**config.mk**
```make
export PLATFORM = sky130hd
export DESIGN_NAME = sl_preceptron_ctrl
export DESIGN_NICKNAME = d
export VERILOG_FILES = /design/src/rtl/sl_preceptron_pkg.sv /design/src/rtl/sl_preceptron_mac.sv /design/src/rtl/sl_preceptron_ctrl.sv
export SDC_FILE = /design/constraint.sdc
export NUM_CORES = 1
export LEC_CHECK = 0
export BUFFER_PORTS_ARGS = -buffer_cell sky130_fd_sc_hd__buf_2
export CORE_ASPECT_RATIO = 0.8
export CORE_MARGIN = 2
export CORE_UTILIZATION = 36
export DETAILED_ROUTE_END_ITERATION = 16
export SLEW_MARGIN = 20
export SYNTH_ARGS = -nofsm -noshare
export SYNTH_HDL_FRONTEND = slang
export SYNTH_HIERARCHICAL = 1
export SYNTH_SLANG_ARGS = --single-unit
```
**constraint.sdc**
```tcl
create_clock -name clk -period 7.9 [get_ports clk]
set_clock_uncertainty 0.15 [all_clocks]
set_input_delay 1.58 -clock clk [delete_from_list [all_inputs] [get_ports clk]]
set_output_delay 1.58 -clock clk [all_outputs]
set_load 0.01 [all_outputs]
```
**src/rtl/sl_preceptron_pkg.sv**
```systemverilog
// Shared types and sizing for the serial perceptron neuron: FSM states, accumulator width, default geometry.
package sl_preceptron_pkg;

    localparam int DATA_WIDTH_DEF = 8;
    localparam int VEC_LEN_DEF    = 48;
    localparam int ADDR_WIDTH_DEF = 10;

    typedef enum logic [2:0] {
        ST_IDLE  = 3'd0,
        ST_ACCUM = 3'd1,
        ST_DRAIN = 3'd2,
        ST_BIAS  = 3'd3,
        ST_OUT   = 3'd4
    } state_t;

    // Full-precision sum of VEC_LEN signed DATA_WIDTH x DATA_WIDTH products.
    function automatic int acc_w(input int dw, input int vl);
        return 2 * dw + $clog2(vl);
    endfunction

endpackage

```
**src/rtl/sl_preceptron_mac.sv**
```systemverilog
// Registered signed multiply-accumulate; clear wins over enable, one product folded in per enabled cycle.
module sl_preceptron_mac #(
    parameter int DW = 8,
    parameter int AW = 18
) (
    input  logic                 clk,
    input  logic                 rst,
    input  logic                 clr,
    input  logic                 en,
    input  logic signed [DW-1:0] a,
    input  logic signed [DW-1:0] b,
    output logic signed [AW-1:0] acc
);

    logic signed [2*DW-1:0] prod;
    logic signed [AW-1:0]   acc_q;

    assign prod = a * b;
    assign acc  = acc_q;

    always_ff @(posedge clk) begin
        if (rst) begin
            acc_q <= '0;
        end else if (clr) begin
            acc_q <= '0;
        end else if (en) begin
            acc_q <= acc_q + AW'(prod);
        end
    end

endmodule

```
**src/rtl/sl_preceptron_ctrl.sv**
```systemverilog
// Serial perceptron controller: fetches one weight per element, accumulates, adds bias, activates.
// Activation is step by default; define SL_PRECEPTRON_RELU_EN for saturated ReLU (same timing).
module sl_preceptron_ctrl
    import sl_preceptron_pkg::*;
#(
    parameter int DATA_WIDTH = DATA_WIDTH_DEF,
    parameter int VEC_LEN    = VEC_LEN_DEF,
    parameter int ADDR_WIDTH = ADDR_WIDTH_DEF
) (
    input  logic                  clk,
    input  logic                  rst,
    input  logic                  in_valid,
    input  logic [DATA_WIDTH-1:0] in_data,
    output logic [ADDR_WIDTH-1:0] w_addr,
    output logic                  w_rd_en,
    input  logic [DATA_WIDTH-1:0] w_data,
    input  logic [DATA_WIDTH-1:0] bias,
    output logic                  result_valid,
    input  logic                  result_ready,
    output logic [DATA_WIDTH-1:0] result,
    output logic                  busy,
    output logic                  err_overrun,
    input  logic                  err_clr
);

    localparam int ACC_W = acc_w(DATA_WIDTH, VEC_LEN);
    localparam int SUM_W = ACC_W + 1;
    localparam logic [ADDR_WIDTH-1:0] LAST_IDX = ADDR_WIDTH'(VEC_LEN - 1);

    state_t state_q, state_d;

    logic [ADDR_WIDTH-1:0]   idx_q;
    logic [ADDR_WIDTH-1:0]   w_addr_q;
    logic [DATA_WIDTH-1:0]   data_q;
    logic                    mac_en_q;
    logic [DATA_WIDTH-1:0]   result_q, result_d;
    logic                    err_q;

    logic                    accept;
    logic                    drop;
    logic                    mac_clr;
    logic                    handshake;
    logic signed [ACC_W-1:0] acc;
    logic signed [SUM_W-1:0] sum;

    always_ff @(posedge clk) begin
        if (rst) begin
            state_q <= ST_IDLE;
        end else begin
            state_q <= state_d;
        end
    end

    always_comb begin
        state_d = state_q;
        case (state_q)
            ST_IDLE:  if (in_valid) state_d = (LAST_IDX == '0) ? ST_DRAIN : ST_ACCUM;
            ST_ACCUM: if (in_valid && idx_q == LAST_IDX) state_d = ST_DRAIN;
            ST_DRAIN: state_d = ST_BIAS;
            ST_BIAS:  state_d = ST_OUT;
            ST_OUT:   if (result_ready) state_d = ST_IDLE;
            default:  state_d = ST_IDLE;
        endcase
    end

    // Elements seen during reset are neither accepted nor flagged.
    always_comb begin
        accept       = 1'b0;
        drop         = 1'b0;
        mac_clr      = 1'b0;
        handshake    = 1'b0;
        busy         = (state_q != ST_IDLE);
        result_valid = (state_q == ST_OUT);
        case (state_q)
            ST_IDLE:  begin
                accept  = in_valid && !rst;
                mac_clr = in_valid && !rst;
            end
            ST_ACCUM: accept = in_valid && !rst;
            ST_OUT:   begin
                drop      = in_valid && !rst;
                handshake = result_ready;
            end
            default:  drop = in_valid && !rst;
        endcase
        w_rd_en = accept;
        w_addr  = accept ? idx_q : w_addr_q;
    end

    always_ff @(posedge clk) begin
        if (rst) begin
            idx_q    <= '0;
            w_addr_q <= '0;
            data_q   <= '0;
            mac_en_q <= 1'b0;
            result_q <= '0;
            err_q    <= 1'b0;
        end else begin
            mac_en_q <= accept;
            if (accept) begin
                data_q   <= in_data;
                w_addr_q <= idx_q;
                idx_q    <= idx_q + 1'b1;
            end else if (handshake) begin
                idx_q <= '0;
            end
            if (state_q == ST_BIAS) begin
                result_q <= result_d;
            end
            if (drop) begin
                err_q <= 1'b1;
            end else if (err_clr) begin
                err_q <= 1'b0;
            end
        end
    end

    // Product of element k lands one cycle after its acceptance, when the weight returns.
    sl_preceptron_mac #(
        .DW (DATA_WIDTH),
        .AW (ACC_W)
    ) u_mac (
        .clk (clk),
        .rst (rst),
        .clr (mac_clr),
        .en  (mac_en_q),
        .a   ($signed(data_q)),
        .b   ($signed(w_data)),
        .acc (acc)
    );

    assign sum = SUM_W'(acc) + SUM_W'($signed(bias));

`ifdef SL_PRECEPTRON_RELU_EN
    localparam logic signed [SUM_W-1:0] RELU_MAX = SUM_W'((1 <<< (DATA_WIDTH - 1)) - 1);

    always_comb begin
        if (sum < 0) begin
            result_d = '0;
        end else if (sum > RELU_MAX) begin
            result_d = RELU_MAX[DATA_WIDTH-1:0];
        end else begin
            result_d = sum[DATA_WIDTH-1:0];
        end
    end
`else
    always_comb begin
        result_d = {{(DATA_WIDTH-1){1'b0}}, ~sum[SUM_W-1]};
    end
`endif

    assign result      = result_q;
    assign err_overrun = err_q;

endmodule

```
==> run_results.csv, run 1 <==
group,metric,value,unit
sta,final_hold_viol_count,0,
clock_network,clkLatencyLatePin,320,ps
finish,n_antenna_cell,0,
placement,routabilityCongestion,0.8777,
grt,grt_overflow,0,
finish,postLayoutCoreUtil,40.19,%
route,final_antenna_net_count,0,
setup_path,path_class,"primary input to flip-flop",
sta,setup_violations,0,
placement,port_buffers,43,
floorplan,initial_utilization,37.01,%
sta,fin_crit_sh,86.83,%
grt,grt_pass1_vias,5017,
finish,fin_area,0.007368,mm²
setup_path,cp-end-kind,"flip-flop",
clock_network,cts_num_sinks,56,
floorplan,coreArea,0.01833,mm²
setup_path,critPathLaunchType,"primary input",
finish,syn2layout_area_growth,8.613,%
floorplan,die_w,157.5,µm
sta,tightest_slew,917.1,ps
yosys,yosysMostFrequentCell,"inv_1",
yosys,syn_area,0.006784,mm²
clock_network,cts_buffers,5,
route,vias_per_cell,4.837,
power_and_ir_drop,p_leak,3.687,nW
sta,slew_headroom,38.86,%
status,status,"finished, final reports clean",
route,drtIter0Drc,306,
clock_network,cts_resized,0,
clock_network,cts.hold.buffers_added,0,
sta,period_needed,6859,ps
yosys,synth_cell_type_count,64,
clock_network,cts_root_buf,"clkbuf_16",
clock_network,htreeDepth,2,
yosys,synth_area_per_cell,8.962,µm²
sta,rsz0062_at_grt,"false",
power_and_ir_drop,swShare,48.68,%
grt,grt_max_degree,37,
yosys,yosysWarnings,6,
route,first_pass_iters,4,
yosys,synth_edf_count,0,
yosys,ys_seq_area_share,16.53,%
power_and_ir_drop,max-vdd-ir-drop,186.2,µV
clock_network,cts_tree,"done",
power_and_ir_drop,p_total,2.174,mW
floorplan,io_pins,51,
clock_network,cts_buffer_depth,2,
yosys,synth_common_cells,"113 x inv_1, 96 x fa_1, 85 x nand2_1",
finish,num-fill-cells,1838,
sta,fin_hold_ws,313.8,ps
placement,dpl_cell_area,0.007183,mm²
power_and_ir_drop,clock_power_share,13.6,%
finish,drive_gt1_share,9.252,%
yosys,post-synth-top-area-cell,"fa_1",
setup_path,worstPathArrival,6920,ps
power_and_ir_drop,p_switching,1.059,mW
grt,grt_util_all_layers,15.84,%
grt,grt_first_pass_wirelength,25210,µm
sta,max_freq,0.1458,GHz
floorplan,rows,44,
setup_path,critical_path_required,7960,ps
placement,hpwlAfterDp,12160,µm
sta,final.setup.tns,0,ps
finish,fin_nets,986,
yosys,synthArstFlopShare,0,%
clock_network,clk_pin_slew_worst_paths,80,ps
power_and_ir_drop,internal_power,1.116,mW
setup_path,cp_max_fo,8,
clock_network,post_cts_buffers,0,
power_and_ir_drop,p_per_area,295.1,mW/mm²
yosys,synth_top_cell_area_share,28.33,%
sta,maxSlewViolCount,0,
floorplan,die_h,126.8,µm
yosys,synthFlopType,"dfxtp_1",
route,vias,5040,
yosys,ys_seq_elements,56,
power_and_ir_drop,combPwrFrac,69.3,%
min_path,min_path_type,"flip-flop to flip-flop",
route,totalWireLength,14690,µm
yosys,synth_area_leaders,"fa_1 28%, dfxtp_1 17%, ha_1 13%, inv_1 6.3%, nand2_1 4.7%",
route,wl_per_cell,14.10,µm
floorplan,dieArea,0.01997,mm²
yosys,syn_inst,757,
route,route.detailed.drc,0,
grt,antenna_found_initial,0,
run,drv_cap,0,
power_and_ir_drop,pwr-share-seq,17.1,%
==> cell families (layout without fill, tap and decap cells) <==
kind of cell               after synthesis  after routing  synth area share [%]
adders and majority gates              168            168                 41.61
buffers and inverters                  144            170                 9.203
AOI/OAI and AO/OA                      118            118                 11.05
muxes                                   15             15                 2.269
and+or+nand+nor                        242            242                 17.61
other                                    1              7               0.05528
DFF                                     56             56                 16.53
xor gates and xnor gates                13             13                 1.678
==> path summary, 6_finish.rpt <==
check,to,startpoint,cells past startpoint,slack (ps)
min,w_addr_q[0]$_SDFF_PP0_,w_addr_q[0]$_SDFF_PP0_,2,310
min reg2reg,w_addr_q[0]$_SDFF_PP0_,w_addr_q[0]$_SDFF_PP0_,2,310
max reg2reg,u_mac/acc[21]$_SDFFE_PP0P_,data_q[7]$_SDFFE_PP0P_,17,2020
max,u_mac/acc[21]$_SDFFE_PP0P_,w_data[2],19,1040
==> worst max-delay path, stage by stage <==
cell,delay [ps]
buf_2,140
nand2_1,160
inv_1,70
fa_1,560
inv_1,160
fa_1,700
inv_1,210
fa_1,560
inv_1,50
fa_1,530
inv_1,40
ha_1,280
ha_1,270
a2111o_1,370
a211oi_1,340
nand2b_1,130
o21a_2,220
o2111a_1,220
a311o_1,300
==> cell usage in the layout (no fill, tap or decap), types with 3 or more instances in the layout <==
cell type / synthesis / routed
nand4_1: 7 / 7
or2_2: 3 / 3
a211oi_1: 4 / 4
nor2_1: 43 / 43
dfxtp_1: 56 / 56
a21o_1: 5 / 5
a311o_1: 3 / 3
ha_1: 72 / 72
nand2b_1: 12 / 12
buf_2: 0 / 43
clkbuf_16: 0 / 5
and3_1: 7 / 7
fa_1: 96 / 96
o21ai_0: 26 / 26
nor3_1: 4 / 4
nand3_1: 22 / 22
mux2i_1: 12 / 12
nand4b_1: 3 / 3
a31oi_1: 8 / 8
buf_4: 10 / 5
conb_1: 1 / 7
o211ai_1: 3 / 3
a21oi_1: 48 / 48
xnor2_1: 12 / 12
inv_1: 113 / 113
or3_1: 7 / 7
nand2_1: 85 / 85
and2_1: 34 / 34
==> per-stage QoR <==
stage          setup WS (ps)  cells
6_report                1041   1042
5_1_grt                707.6   1042
4_1_cts                 1064   1042
3_5_place_dp           774.6   1035
3_3_place_gp           824.9   1035
2_1_floorplan           1101    763
==> state kept, by name (all words and copies together) (netlist names) <==
| signal | count |
|---|---|
| u_mac/acc | 22 |
| mac_en_q | 1 |
| data_q | 8 |
| err_overrun | 1 |
| state_q | 3 |
| w_addr_q | 10 |
| result | 1 |
| idx_q | 10 |
==> per-layer routing <==
metal | share of wire, % | vias up | routed length (µm) | GRT usage [%]
met5 | 0 | - | 0 | 0
met4 | 1.3 | 0 | 191 | 3.369
met3 | 2.8 | 14 | 412 | 2.870
met2 | 45 | 53 | 6600 | 24.51
met1 | 51 | 2444 | 7484 | 23.10
li1 | - | 2529 | - | -
==> final cells by class <==
| type | count | area (µm²) | share of cell area (%) |
|---|---|---|---|
| Multi-Input combinational cell | 563 | 5061 | 68.69 |
| Inverter | 115 | 431.7 | 5.858 |
| Sequential cell | 56 | 1121 | 15.21 |
| Tap cell | 253 | 316.6 | 4.296 |
| Clock inverter | 2 | 60.06 | 0.8151 |
| Timing Repair Buffer | 48 | 252.7 | 3.430 |
| Clock buffer | 5 | 125.1 | 1.698 |
==> power by group through the flow <==
stage	Sequential, mW	Clock, mW	Combinational, mW
after floorplan	0.359	0	1.21
after global placement	0.379	0	1.49
after detailed placement	0.380	0	1.51
after CTS	0.373	0.306	1.53
after global routing	0.379	0.315	1.73
final	0.371	0.297	1.51
(Power assumes the default switching activity.)
==> run 2, diff against run 1 <==
clock period = 7.5 ns   (was 7.9 ns; I/O delays follow)
==> run 2 against run 1 <==
  * Critical endpoint unchanged
  * Wire length rose by 1.3%
  * Critical path depth down 5
  * Register-to-register slack worse by 310 ps
==> run_results.csv, run 2 (same netlist as run 1, synthesis figures left out) <==
group,metric,value,unit
finish,drive_gt1_share,9.367,%
clock_network,cts_num_sinks,56,
setup_path,critical_path_required,7550,ps
grt,globalRouteMet3Util,2.187,%
grt,grt_max_degree,37,
clock_network,cts_resized,0,
sta,maxSlewViolCount,0,
finish,final_common_cell,"inv_1",
clock_network,cts_buffers,5,
placement,place_ws,457.8,ps
power_and_ir_drop,max-vdd-ir-drop,231.5,µV
floorplan,io_pins,51,
grt,grt_pass1_vias,4982,
setup_path,cp_max_fo,13,
setup_path,worstPathBufferInverterCount,1,
route,drtIter0Drc,273,
grt,met1_usage,23.18,%
sta,final.setup.tns,0,ps
setup_path,crit_chain,"buf_2 -> and2_1 -> fa_1 -> fa_1 -> fa_1 -> fa_1 -> ha_1 -> ha_1 -> nand2_1 -> or3b_4 -> a2111oi_4 -> o21a_2 -> nor3_1 -> a311o_1",
power_and_ir_drop,swShare,48.68,%
sta,final_hold_viol_count,0,
power_and_ir_drop,p_leak,3.692,nW
sta,rsz0062_at_grt,"false",
grt,grt-busiest-layer,"met2",
setup_path,cpMostUsedCell,"fa_1",
setup_path,path_class,"primary input to flip-flop",
route,totalWireLength,14880,µm
route,route.detailed.drc,0,
finish,syn2layout_area_growth,8.724,%
power_and_ir_drop,p_switching,1.114,mW
route,first_pass_iters,4,
floorplan,initial_utilization,37.01,%
grt,antenna_found_initial,0,
floorplan,rows,44,
finish,n_antenna_cell,0,
finish,fin_area,0.007376,mm²
sta,setup_ws,811.6,ps
floorplan,coreArea,0.01833,mm²
sta,max_freq,0.1495,GHz
grt,grt_first_pass_wirelength,25190,µm
clock_network,cts_tree,"done",
clock_network,htreeDepth,2,
setup_path,cp_slowest_stage_delay,760,ps
grt,met2_usage,25.17,%
power_and_ir_drop,pwr-share-seq,17.1,%
route,wl_per_cell,14.27,µm
setup_path,cp-end-kind,"flip-flop",
sta,tightest_slew,916.3,ps
run,drv_cap,0,
finish,largest_register_ffs,22,
setup_path,worstPathArrival,6740,ps
clock_network,post_cts_buffers,0,
placement,routabilityCongestion,0.8881,
clock_network,cts_root_buf,"clkbuf_16",
route,final_antenna_net_count,0,
setup_path,r2r_slack,1710,ps
sta,slew_headroom,38.91,%
setup_path,crit_slowest_cell,"and2_1",
setup_path,critPathLaunchType,"primary input",
power_and_ir_drop,clock_power_share,13.4,%
min_path,min_path_type,"flip-flop to flip-flop",
placement,hpwlAfterDp,12330,µm
placement,dpl_cell_area,0.007191,mm²
status,status,"finished, final reports clean",
power_and_ir_drop,combPwrFrac,69.5,%
floorplan,die_h,126.8,µm
clock_network,clkLatencyLatePin,300,ps
route,vias,5119,
power_and_ir_drop,internal_power,1.175,mW
sta,period_needed,6688,ps
floorplan,die_w,157.5,µm
sta,setup_violations,0,
floorplan,dieArea,0.01997,mm²
setup_path,critPathTopFamily,"adder cells",
power_and_ir_drop,p_per_area,310.3,mW/mm²
finish,final_cell_mix,"113 x inv_1, 96 x fa_1, 85 x nand2_1, 72 x ha_1, 56 x dfxtp_1",
sta,fin_crit_sh,89.18,%
finish,fin_nets,987,
grt,grt_util_all_layers,15.86,%
grt,grt_overflow,0,
clock_network,clk_pin_slew_worst_paths,80,ps
placement,port_buffers,43,
clock_network,cts.hold.buffers_added,0,
finish,num-fill-cells,1858,
route,vias_per_cell,4.908,
clock_network,cts_buffer_depth,2,
run 2: changes by cell type in the layout (fill, tap and decap cells not counted), sizes merged:
| cell | before | now |
|---|---|---|
| buf | 48 | 49 |
run 2: area by class of cell:
type / instances / area [µm²] / share of cell area, %
multi-input combinational: 563 / 5061 / 68.62
inverter: 115 / 431.7 / 5.852
clock buffer: 5 / 125.1 / 1.696
timing repair buffer: 49 / 260.3 / 3.528
tap: 253 / 316.6 / 4.292
clock inverter: 2 / 60.06 / 0.8142
sequential: 56 / 1121 / 15.20
run 2: worst paths after layout:
check / cells after the start / to / startpoint
setup / recovery: 14 / u_mac/acc[21]$_SDFFE_PP0P_ / w_data[1]
hold / removal: 2 / w_addr_q[8]$_SDFF_PP0_ / w_addr_q[8]$_SDFF_PP0_
setup reg to reg: 13 / u_mac/acc[21]$_SDFFE_PP0P_ / data_q[7]$_SDFFE_PP0P_
hold reg to reg: 2 / w_addr_q[8]$_SDFF_PP0_ / w_addr_q[8]$_SDFF_PP0_
run 2: metrics by stage:
step / instances / hold slack, ps / utilization, % / power, mW
floorplan: 763 / 294.3 / - / 1.653
global placement: 1036 / 301.2 / 39.22 / 1.976
detailed placement: 1036 / 308.6 / 39.22 / 1.992
CTS: 1043 / 319.0 / 40.23 / 2.305
global route: 1043 / 339.3 / 40.23 / 2.539
finish: 1043 / 317.1 / 40.23 / 2.289
run 2: power groups by stage:
| stage | clock (mW) | combinational, mW | sequential (mW) |
|---|---|---|---|
| floorplan | 0 | 1.27 | 0.378 |
| global placement | 0 | 1.58 | 0.400 |
| detailed placement | 0 | 1.59 | 0.401 |
| CTS | 0.314 | 1.60 | 0.394 |
| global route | 0.324 | 1.81 | 0.400 |
| finish | 0.307 | 1.59 | 0.392 |
run 2: tightest hold or removal path: stages (launching register included):
cell,delay [ps]
dfxtp_1,300
nand2_1,60
a21oi_1,60
run 2: metal layers:
layer / vias to the layer above / part of all wire, %
li1: 2525 / -
met1: 2523 / 50
met2: 64 / 46
met3: 7 / 2.5
met4: 0 / 0.77
met5: - / 0
==> run 3, diff against run 2 <==
==> constraint.sdc (replaced) <==
create_clock -name clk -period 5.5 [get_ports clk]
set_clock_uncertainty 0.15 [all_clocks]
set_input_delay 0.825 -clock clk [delete_from_list [all_inputs] [get_ports clk]]
set_output_delay 0.825 -clock clk [all_outputs]
set_load 0.01 [all_outputs]
==> run 3 against run 2 <==
  * Non-clock buffer count grew 73
  * Wire length up 7.0%
  * Die area unchanged
  * Core utilization up 4.1 points
  * First-iteration DRC count is 22% lower
  * Setup slack worse by 690 ps
  * Final area increased by 10%
  * Flip-flop and latch count did not move
  * Cell count is 7.1% higher
  * Sequential share of layout area fell by 1.4 points
  * Largest cell class unchanged
  * Highest routed layer unchanged
==> run_results.csv, run 3 (same netlist as run 1, synthesis figures left out) <==
group,metric,value,unit
status,status,"finished, final reports clean",
grt,grt_pass1_vias,5397,
clock_network,clk_pin_slew_worst_paths,80,ps
route,vias_per_cell,4.812,
sta,fin_hold_ws,315.2,ps
setup_path,cp_slowest_stage_delay,550,ps
clock_network,htreeDepth,2,
floorplan,rows,44,
clock_network,cts_buffers,5,
grt,grt_max_degree,37,
setup_path,cp_max_fo,6,
power_and_ir_drop,p_total,3.752,mW
sta,final_hold_viol_count,0,
setup_path,crit_slowest_cell,"fa_1",
route,first_pass_iters,4,
setup_path,worstPathArrival,5480,ps
setup_path,crit_chain,"buf_4 -> nand2_2 -> fa_1 -> fa_1 -> inv_2 -> fa_1 -> fa_1 -> fa_1 -> ha_4 -> nand2_2 -> or3b_4 -> a2111oi_4 -> buf_4 -> o211ai_2 -> a2111o_1 -> nand3_1",
route,final_antenna_net_count,0,
finish,fin_nets,1060,
sta,period_needed,5373,ps
setup_path,cp-end-kind,"flip-flop",
setup_path,path_class,"primary input to flip-flop",
sta,setup_violations,0,
setup_path,r2r_cells,15,
route,vias,5375,
setup_path,cpMostUsedCell,"fa_1",
route,route.detailed.drc,0,
route,totalWireLength,15920,µm
route,drtIter0Drc,213,
run,drv_cap,0,
placement,routabilityCongestion,0.8324,
finish,num-fill-cells,1843,
finish,final_cell_mix,"106 x inv_1, 90 x fa_1, 80 x buf_4, 78 x nand2_1, 64 x ha_1",
placement,hpwlAfterDp,13150,µm
clock_network,clkLatencyLatePin,320,ps
floorplan,die_w,157.5,µm
grt,grt_overflow,0,
finish,final_cell_count_no_fill,1117,
floorplan,dieArea,0.01997,mm²
grt,antenna_found_initial,0,
finish,fin_area,0.008124,mm²
finish,final_common_cell,"inv_1",
floorplan,coreArea,0.01833,mm²
finish,largest_register_ffs,22,
grt,grt_util_all_layers,16.99,%
floorplan,die_h,126.8,µm
clock_network,cts_buffer_depth,2,
grt,grt_first_pass_wirelength,27190,µm
clock_network,cts_num_sinks,56,
sta,slew_headroom,44.82,%
power_and_ir_drop,p_per_area,461.8,mW/mm²
finish,syn2layout_area_growth,19.75,%
min_path,min_path_type,"flip-flop to flip-flop",
sta,fin_crit_sh,97.70,%
power_and_ir_drop,p_leak,4.057,nW
clock_network,cts_tree,"done",
sta,maxSlewViolCount,0,
power_and_ir_drop,max-vdd-ir-drop,394.5,µV
route,wl_per_cell,14.26,µm
setup_path,critPathTopFamily,"adder cells",
clock_network,cts_root_buf,"clkbuf_16",
min_path,worstHoldPathCells,2,
floorplan,io_pins,51,
placement,dpl_cell_area,0.007756,mm²
setup_path,critPathLaunchType,"primary input",
placement,port_buffers,43,
sta,rsz0062_at_grt,"true",
floorplan,initial_utilization,37.01,%
sta,tightest_slew,806.9,ps
setup_path,critical_path_required,5610,ps
finish,n_antenna_cell,0,
setup_path,cp.depth,16,
setup_path,worstPathBufferInverterCount,3,
placement,dpl.cell_count,1100,
finish,drive_gt1_share,21.64,%
sta,max_freq,0.1861,GHz
-- run 3: per-layer routing --
metal | vias to the layer above | global-route usage (%) | part of all wire [%]
met3 | 10 | 1.947 | 3.3
met2 | 67 | 26.84 | 46
met1 | 2624 | 24.99 | 49
met5 | - | 0 | 0
li1 | 2674 | - | -
met4 | 0 | 3.797 | 1.0
-- run 3: worst paths after layout --
kind                               start                    endpoint  slack, ps
setup / recovery               w_data[2]  u_mac/acc[17]$_SDFFE_PP0P_        130
hold / removal    w_addr_q[0]$_SDFF_PP0_      w_addr_q[0]$_SDFF_PP0_        320
setup reg to reg  data_q[3]$_SDFFE_PP0P_  u_mac/acc[17]$_SDFFE_PP0P_        190
hold reg to reg   w_addr_q[0]$_SDFF_PP0_      w_addr_q[0]$_SDFF_PP0_        320
-- run 3: stage by stage --
| stage | setup slack (ps) | util, % | TNS (ps) |
|---|---|---|---|
| floorplan | -4.900 | - | -4.900 |
| global placement | -235.8 | 42.31 | -1144 |
| finish | 126.5 | 44.31 | 0 |
| detailed placement | -267.3 | 42.31 | -1512 |
| CTS | 41.56 | 43.13 | 0 |
| global route | -41.03 | 44.31 | -54.23 |
-- run 3: final cells by class --
type | instances | area (µm²) | share of cell area [%]
flip-flops and latches | 56 | 1122 | 13.81
well taps | 253 | 316.6 | 3.897
inverters | 115 | 437.9 | 5.390
clock inverters | 3 | 25.02 | 0.3080
multi-input cells | 563 | 5228 | 64.35
clock buffers | 5 | 125.1 | 1.540
repair buffers | 122 | 869.6 | 10.70
-- run 3: worst min-delay path, delay by kind of cell, from the launching register on --
kind            cells  cell delay, ps
simple gates        1              60
flops               1             300
compound gates      1              60
-- run 3: what timing repair did --
action / 4_1_cts / 5_1_grt
buffers inserted: 0 / 9
hold buffers: 0 / 0
gates resized for setup: 0 / 48
endpoints found under the setup margin: 0 / 7
-- run 3: power by group --
part           switching [mW]  internal [mW]
clock network           0.177          0.173
registers              0.0770          0.458
logic                    1.48           1.39
